<file path="config.mk">
export PLATFORM = sky130hd
export DESIGN_NAME = multicycle_control_flat
export DESIGN_NICKNAME = d
export VERILOG_FILES = /design/src/rtl/mips_ctrl_pkg.sv /design/src/rtl/multicycle_control_if.sv /design/src/rtl/multicycle_control.sv /design/src/flat_wrapper.sv
export SDC_FILE = /design/constraint.sdc
export NUM_CORES = 1
export LEC_CHECK = 0
export BUFFER_PORTS_ARGS = -buffer_cell sky130_fd_sc_hd__buf_2
export CAP_MARGIN = 20
export CORE_AREA = 5 5 42 44
export DETAILED_ROUTE_END_ITERATION = 10
export DIE_AREA = 0 0 47 49
export PLACE_DENSITY = 0.76
export SETUP_SLACK_MARGIN = 0.15
export SYNTH_ARGS = -nofsm -noshare
export SYNTH_HDL_FRONTEND = slang
export SYNTH_SLANG_ARGS = --single-unit
</file>
<file path="constraint.sdc">
create_clock -name clk -period 1.55 [get_ports clk]
set_input_delay 0.0775 -clock clk [delete_from_list [all_inputs] [get_ports clk]]
set_output_delay 0.0775 -clock clk [all_outputs]
set_load 0.02 [all_outputs]
</file>
<file path="src/rtl/mips_ctrl_pkg.sv">
// Shared encodings for the MIPS control path: state codes, opcodes,
// datapath select values and the bundle of control strobes.
package mips_ctrl_pkg;

  // Controller state codes (4-bit, codes 11..15 unused)
  localparam logic [3:0] ST_RST      = 4'd0;
  localparam logic [3:0] ST_FETCH    = 4'd1;
  localparam logic [3:0] ST_DECODE   = 4'd2;
  localparam logic [3:0] ST_MEM_ADDR = 4'd3;
  localparam logic [3:0] ST_MEM_RD   = 4'd4;
  localparam logic [3:0] ST_MEM_WB   = 4'd5;
  localparam logic [3:0] ST_MEM_WR   = 4'd6;
  localparam logic [3:0] ST_EXEC     = 4'd7;
  localparam logic [3:0] ST_R_WB     = 4'd8;
  localparam logic [3:0] ST_ADDI_WB  = 4'd9;
  localparam logic [3:0] ST_BRANCH   = 4'd10;

  // Supported opcodes (IR[31:26])
  localparam logic [5:0] OP_RTYPE = 6'b000000;
  localparam logic [5:0] OP_ADDI  = 6'b001000;
  localparam logic [5:0] OP_LW    = 6'b100011;
  localparam logic [5:0] OP_SW    = 6'b101011;
  localparam logic [5:0] OP_BEQ   = 6'b000100;
  localparam logic [5:0] OP_BNE   = 6'b000101;

  // ALU operation select
  localparam logic [1:0] ALUOP_ADD   = 2'b00;
  localparam logic [1:0] ALUOP_SUB   = 2'b01;
  localparam logic [1:0] ALUOP_FUNCT = 2'b10;

  // ALU operand B select
  localparam logic [1:0] SRCB_REG     = 2'b00;
  localparam logic [1:0] SRCB_FOUR    = 2'b01;
  localparam logic [1:0] SRCB_IMM     = 2'b10;
  localparam logic [1:0] SRCB_IMM_SH2 = 2'b11;

  // Branch condition select used by the datapath PC-load qualifier
  localparam logic [1:0] BROP_NONE = 2'b00;
  localparam logic [1:0] BROP_BEQ  = 2'b01;
  localparam logic [1:0] BROP_BNE  = 2'b10;

  // All control strobes and selects driven toward the datapath
  typedef struct packed {
    logic       pc_write;
    logic       pc_write_cond;
    logic [1:0] branch_op;
    logic       iord;
    logic       mem_read;
    logic       mem_write;
    logic       ir_write;
    logic       mem_to_reg;
    logic       reg_dst;
    logic       reg_write;
    logic       alu_src_a;
    logic [1:0] alu_src_b;
    logic [1:0] alu_op;
    logic       pc_source;
    logic       instr_done;
  } ctrl_t;

  // True for opcodes the controller executes; anything else retires as a NOP
  function automatic logic op_supported(input logic [5:0] op);
    return (op == OP_RTYPE) || (op == OP_ADDI) || (op == OP_LW) ||
           (op == OP_SW)    || (op == OP_BEQ)  || (op == OP_BNE);
  endfunction

endpackage

</file>
<file path="src/rtl/multicycle_control_if.sv">
// Control bus between the multi-cycle controller and the datapath.
// The controller is the master: it reads opcode/mem_ready and drives
// every select and enable.
interface multicycle_control_if;

  logic [5:0] opcode;
  logic       mem_ready;
  logic       PCWrite;
  logic       PCWriteCond;
  logic [1:0] BranchOp;
  logic       IorD;
  logic       MemRead;
  logic       MemWrite;
  logic       IRWrite;
  logic       MemtoReg;
  logic       RegDst;
  logic       RegWrite;
  logic       ALUSrcA;
  logic [1:0] ALUSrcB;
  logic [1:0] ALUOp;
  logic       PCSource;
  logic       instr_done;

  modport master (
    input  opcode, mem_ready,
    output PCWrite, PCWriteCond, BranchOp, IorD, MemRead, MemWrite, IRWrite,
           MemtoReg, RegDst, RegWrite, ALUSrcA, ALUSrcB, ALUOp, PCSource,
           instr_done
  );

  modport slave (
    output opcode, mem_ready,
    input  PCWrite, PCWriteCond, BranchOp, IorD, MemRead, MemWrite, IRWrite,
           MemtoReg, RegDst, RegWrite, ALUSrcA, ALUSrcB, ALUOp, PCSource,
           instr_done
  );

endinterface

</file>
<file path="src/rtl/multicycle_control.sv">
// Moore-style sequencer for the multi-cycle MIPS datapath. Walks each
// instruction through FETCH, DECODE and its class-specific states, and
// decodes every datapath control from the current state (plus mem_ready
// and opcode where a strobe must be qualified in the same cycle).
module multicycle_control
  import mips_ctrl_pkg::*;
(
  input logic               clk,
  input logic               reset,
  multicycle_control_if.master bus
);

  logic [3:0] state;
  logic [3:0] next_state;
  ctrl_t      ctrl;

  // State register; reset drops straight to RST so all strobes fall at once
  always_ff @(posedge clk or posedge reset) begin
    if (reset) state <= ST_RST;
    else       state <= next_state;
  end

  // Next-state selection; memory states wait on mem_ready, unused codes recover via RST
  always_comb begin
    next_state = ST_RST;
    case (state)
      ST_RST:      next_state = ST_FETCH;
      ST_FETCH:    next_state = bus.mem_ready ? ST_DECODE : ST_FETCH;
      ST_DECODE: begin
        case (bus.opcode)
          OP_LW, OP_SW:      next_state = ST_MEM_ADDR;
          OP_RTYPE, OP_ADDI: next_state = ST_EXEC;
          OP_BEQ, OP_BNE:    next_state = ST_BRANCH;
          default:           next_state = ST_FETCH;
        endcase
      end
      ST_MEM_ADDR: next_state = (bus.opcode == OP_LW) ? ST_MEM_RD : ST_MEM_WR;
      ST_MEM_RD:   next_state = bus.mem_ready ? ST_MEM_WB : ST_MEM_RD;
      ST_MEM_WB:   next_state = ST_FETCH;
      ST_MEM_WR:   next_state = bus.mem_ready ? ST_FETCH : ST_MEM_WR;
      ST_EXEC:     next_state = (bus.opcode == OP_RTYPE) ? ST_R_WB : ST_ADDI_WB;
      ST_R_WB:     next_state = ST_FETCH;
      ST_ADDI_WB:  next_state = ST_FETCH;
      ST_BRANCH:   next_state = ST_FETCH;
      default:     next_state = ST_RST;
    endcase
  end

  // Output decode; every control not named for a state stays at zero
  always_comb begin
    ctrl = '0;
    case (state)
      ST_FETCH: begin
        ctrl.mem_read  = 1'b1;
        ctrl.alu_src_b = SRCB_FOUR;
        ctrl.alu_op    = ALUOP_ADD;
        ctrl.pc_write  = bus.mem_ready;
        ctrl.ir_write  = bus.mem_ready;
      end
      ST_DECODE: begin
        ctrl.alu_src_b  = SRCB_IMM_SH2;
        ctrl.alu_op     = ALUOP_ADD;
        ctrl.instr_done = !op_supported(bus.opcode);
      end
      ST_MEM_ADDR: begin
        ctrl.alu_src_a = 1'b1;
        ctrl.alu_src_b = SRCB_IMM;
        ctrl.alu_op    = ALUOP_ADD;
      end
      ST_MEM_RD: begin
        ctrl.iord     = 1'b1;
        ctrl.mem_read = 1'b1;
      end
      ST_MEM_WB: begin
        ctrl.reg_write  = 1'b1;
        ctrl.mem_to_reg = 1'b1;
        ctrl.instr_done = 1'b1;
      end
      ST_MEM_WR: begin
        ctrl.iord       = 1'b1;
        ctrl.mem_write  = 1'b1;
        ctrl.instr_done = bus.mem_ready;
      end
      ST_EXEC: begin
        ctrl.alu_src_a = 1'b1;
        if (bus.opcode == OP_RTYPE) begin
          ctrl.alu_src_b = SRCB_REG;
          ctrl.alu_op    = ALUOP_FUNCT;
        end else begin
          ctrl.alu_src_b = SRCB_IMM;
          ctrl.alu_op    = ALUOP_ADD;
        end
      end
      ST_R_WB: begin
        ctrl.reg_write  = 1'b1;
        ctrl.reg_dst    = 1'b1;
        ctrl.instr_done = 1'b1;
      end
      ST_ADDI_WB: begin
        ctrl.reg_write  = 1'b1;
        ctrl.instr_done = 1'b1;
      end
      ST_BRANCH: begin
        ctrl.alu_src_a     = 1'b1;
        ctrl.alu_src_b     = SRCB_REG;
        ctrl.alu_op        = ALUOP_SUB;
        ctrl.pc_write_cond = 1'b1;
        ctrl.pc_source     = 1'b1;
        ctrl.branch_op     = (bus.opcode == OP_BNE) ? BROP_BNE : BROP_BEQ;
        ctrl.instr_done    = 1'b1;
      end
      default: ctrl = '0;
    endcase
  end

  assign bus.PCWrite     = ctrl.pc_write;
  assign bus.PCWriteCond = ctrl.pc_write_cond;
  assign bus.BranchOp    = ctrl.branch_op;
  assign bus.IorD        = ctrl.iord;
  assign bus.MemRead     = ctrl.mem_read;
  assign bus.MemWrite    = ctrl.mem_write;
  assign bus.IRWrite     = ctrl.ir_write;
  assign bus.MemtoReg    = ctrl.mem_to_reg;
  assign bus.RegDst      = ctrl.reg_dst;
  assign bus.RegWrite    = ctrl.reg_write;
  assign bus.ALUSrcA     = ctrl.alu_src_a;
  assign bus.ALUSrcB     = ctrl.alu_src_b;
  assign bus.ALUOp       = ctrl.alu_op;
  assign bus.PCSource    = ctrl.pc_source;
  assign bus.instr_done  = ctrl.instr_done;

endmodule
</file>
<file path="src/flat_wrapper.sv">
// flat-port wrapper written by rule: the top's interface ports become plain ports
module multicycle_control_flat import mips_ctrl_pkg::*;
  (clk, reset, bus_opcode, bus_mem_ready, bus_PCWrite, bus_PCWriteCond, bus_BranchOp, bus_IorD, bus_MemRead, bus_MemWrite, bus_IRWrite, bus_MemtoReg, bus_RegDst, bus_RegWrite, bus_ALUSrcA, bus_ALUSrcB, bus_ALUOp, bus_PCSource, bus_instr_done);
  multicycle_control_if bus_i ();
  input logic clk;
  input logic reset;
  input wire logic [$bits(bus_i.opcode)-1:0] bus_opcode;
  input wire logic [$bits(bus_i.mem_ready)-1:0] bus_mem_ready;
  output wire logic [$bits(bus_i.PCWrite)-1:0] bus_PCWrite;
  output wire logic [$bits(bus_i.PCWriteCond)-1:0] bus_PCWriteCond;
  output wire logic [$bits(bus_i.BranchOp)-1:0] bus_BranchOp;
  output wire logic [$bits(bus_i.IorD)-1:0] bus_IorD;
  output wire logic [$bits(bus_i.MemRead)-1:0] bus_MemRead;
  output wire logic [$bits(bus_i.MemWrite)-1:0] bus_MemWrite;
  output wire logic [$bits(bus_i.IRWrite)-1:0] bus_IRWrite;
  output wire logic [$bits(bus_i.MemtoReg)-1:0] bus_MemtoReg;
  output wire logic [$bits(bus_i.RegDst)-1:0] bus_RegDst;
  output wire logic [$bits(bus_i.RegWrite)-1:0] bus_RegWrite;
  output wire logic [$bits(bus_i.ALUSrcA)-1:0] bus_ALUSrcA;
  output wire logic [$bits(bus_i.ALUSrcB)-1:0] bus_ALUSrcB;
  output wire logic [$bits(bus_i.ALUOp)-1:0] bus_ALUOp;
  output wire logic [$bits(bus_i.PCSource)-1:0] bus_PCSource;
  output wire logic [$bits(bus_i.instr_done)-1:0] bus_instr_done;
  assign bus_i.opcode = bus_opcode;
  assign bus_i.mem_ready = bus_mem_ready;
  assign bus_PCWrite = bus_i.PCWrite;
  assign bus_PCWriteCond = bus_i.PCWriteCond;
  assign bus_BranchOp = bus_i.BranchOp;
  assign bus_IorD = bus_i.IorD;
  assign bus_MemRead = bus_i.MemRead;
  assign bus_MemWrite = bus_i.MemWrite;
  assign bus_IRWrite = bus_i.IRWrite;
  assign bus_MemtoReg = bus_i.MemtoReg;
  assign bus_RegDst = bus_i.RegDst;
  assign bus_RegWrite = bus_i.RegWrite;
  assign bus_ALUSrcA = bus_i.ALUSrcA;
  assign bus_ALUSrcB = bus_i.ALUSrcB;
  assign bus_ALUOp = bus_i.ALUOp;
  assign bus_PCSource = bus_i.PCSource;
  assign bus_instr_done = bus_i.instr_done;
  multicycle_control u_core (.clk(clk), .reset(reset), .bus(bus_i));
endmodule
</file>
==> flow_summary.yaml <==
setup_path:
  cp.arrival_ns: 1.37
  r2r-start: "u_core.state[1]$_DFF_PP0_"
  cp_max_fo: 7
  cp-startpoint: "u_core.state[2]$_DFF_PP0_"
  path_common_cell: "buf_6"
  cpPeakStageDelay_ns: 0.44
  worstSetupEndpoint: "bus_instr_done"
  start_kind: "flop"
  required_ns: 1.47
  reg2reg_slack_ns: 0.20
  slowest_stage: "dfrtp_2"
  timing.rr.end: "u_core.state[1]$_DFF_PP0_"
  crit_path_cell_trace: "buf_6 -> nand3b_1 -> a21oi_2 -> a211o_1 -> buf_6"
  crit_type: "reg2out"
  end_kind: "output pin"
  r2r_cells: 5
placed_design:
  pre_cts_slack_ns: 0.219
  place_congestion: 0.765
  dp.cells: 109
  io_buffers: 26
  post-dp-hpwl_um: 1120
drt:
  wire_per_inst_um: 14.1
  drt-total-wl_um: 1820
  drc: 0
  drtAntennaViolNets: 0
  route.vias.total: 714
  dr.pass1.iters: 4
  vias_per_cell: 5.53
  drtIter0Drc: 12
sta:
  hold_ws_ns: 0.201
  slew_headroom_pct: 64.7
  final_hold_viol_count: 0
  fin_crit_ns: 1.45
  fin_crit_sh_pct: 93.5
  finalSetupViolCount: 0
  fmax_ghz: 0.690
  slew_viol_final: 0
  skew_ns: 0.000765
  setup_ws_ns: 0.101
  worstMarginPinSlew_ns: 0.525
  rsz0062_at_grt: "yes"
  fin_setup_tns_ns: 0
cells_and_area:
  final_util_pct: 68.6
  reg_top3: "u_core.state (4)"
  nNetsFinal: 124
  largest-register: "u_core.state"
  final_layout_size_suffix_gt1_share_pct: 57.5
  syn_to_final_growth_pct: 79.0
  final-instance-count-excl-fill: 129
  largest_register_ffs: 4
  num_antenna_cells: 0
global_routing:
  grt_max_degree: 14
  grt_pass1_vias: 670
  grt_pass1_wl_um: 2870
  antenna_found_initial: 0
  grt_overflow: 0
  grt.total_usage_pct: 16.8
power_and_ir_drop:
  p_leak_nw: 0.450
  ir_drop_v: 0.000803
  powerDensity_nw_per_um2: 1650
logic_synthesis:
  ys_top_cells_by_area: "dfrtp_1 19%, nand2b_1 7.0%, nor2_1 7.0%"
  ys_seq_area_share_pct: 18.6
  synthesis.instances: 72
  ys_warn_count: 0
  synth_common_cells: "10 x nor2_1, 6 x nand2b_1, 5 x a21oi_1, 5 x buf_2"
  synth.distinct_cells: 36
  yosys_register_bits: 4
  synth_edf_count: 0
  synth_most_common_cell: "nor2_1"
  avgSynthCellArea_um2: 7.46
  synth_top_area_cell: "dfrtp_1"
  postSynth.asyncResetShare_pct: 100
  netlist.area_leader.share_pct: 18.6
  syn_area_um2: 537
  syn-num-nets: 81
  synthFlopType: "dfrtp_1"
clock_network:
  cts_tree: "yes"
  clock-sinks: 4
  clockRootBuffer: "clkbuf_4"
  clkLatencyLatePin_ns: 0.23
  cts_buffers: 3
  h-tree-depth: 1
  cts_buffer_depth: 2
  path_clk_slew_ns: 0.04
worst_hold_path:
  hp-start: "bus_opcode[2]"
  holdCritPathClass: "in2reg"
die:
  die_h_um: 49
  initial_utilization_pct: 38.3
  io_pins: 27
  die_area_um2: 2300
  core_area_um2: 1400
  die_x_um: 47
  num_rows: 14
flow_run:
  maxCapViolCount: 0
run_status:
  status: "completed"
-- metal layers --
layer  share of wire [%]  routed length, um  global-route usage (%)
met1                  40                732                    19.9
met2                  51                924                    28.1
met3                 6.6                121                    5.54
met4                 2.4                 43                    4.15
met5                   0                  0                       0
-- placed cells by master (no fill, tap or decap), types with 2 or more instances in the layout --
cell type,synthesis,layout
nand4b_1,3,3
nand2b_4,0,3
buf_2,5,17
dfrtp_1,4,2
a21oi_1,5,3
nand3b_1,3,3
inv_1,2,2
buf_6,0,12
buf_4,2,17
nand2b_1,6,3
clkbuf_4,0,3
nor2b_1,2,2
dfrtp_2,0,2
nor2_4,0,2
a21oi_2,0,2
nor3_1,4,2
nand2_1,2,2
nor2_1,10,8
-- critical path: cells and delay by family (launching register included) --
family / cells / cell delay, ns
simple gates: 1 / 0.09
flops: 1 / 0.44
compound gates: 2 / 0.33
buf+inv: 2 / 0.27
-- report_power, final --
part	total, W	leakage (nW)	switching (W)	internal [W]
Clock	0.000129	0.0138	0.0000420	0.0000866
Sequential	0.000186	0.0479	0.0000408	0.000145
Combinational	0.00127	0.388	0.000640	0.000635
Total	0.00159	0.450	0.000723	0.000866
-- worst min-delay path by stage --
stage,endpoint,cells past startpoint
final,u_core.state[3]$_DFF_PP0_,3
after detailed placement,u_core.state[1]$_DFF_PP0_,2
after CTS,u_core.state[3]$_DFF_PP0_,3
after global routing,u_core.state[3]$_DFF_PP0_,3
after global placement,u_core.state[1]$_DFF_PP0_,2
after floorplan,u_core.state[0]$_DFF_PP0_,1
-- cell families after synthesis --
group | count (synthesis) | synth area share [%]
and+or+nand+nor | 35 | 38.0
AOI/OAI and AO/OA | 19 | 26.6
buffers and inverters | 11 | 10.5
DFF | 4 | 18.6
muxes | 2 | 4.66
xor gates and xnor gates | 1 | 1.63
-- layout make-up --
| type | instances | area [um^2] |
|---|---|---|
| clock buffer | 3 | 22.5 |
| multi-input combinational | 57 | 450 |
| sequential | 4 | 103 |
| inverter | 2 | 7.51 |
| tap | 16 | 20.0 |
| timing repair buffer | 47 | 358 |
| fill | 122 | 440 |
-- stage by stage --
step	cell area, um^2	total power (W)
2_1_floorplan	548	0.000819
5_1_grt	961	0.00170
4_1_cts	857	0.00140
3_5_place_dp	679	0.00103
6_report	961	0.00159
3_3_place_gp	679	0.00101
-- repair_timing --
| item | 4_1_cts | 5_1_grt |
|---|---|---|
| endpoints found under the setup margin | 13 | 14 |
| buffers inserted | 10 | 6 |
| hold buffers | 1 | 0 |
| endpoints found under the hold margin | 4 | 0 |
| gates resized for setup | 22 | 15 |
| pin swaps | 2 | 8 |
Power figures use the tool's default switching activity.
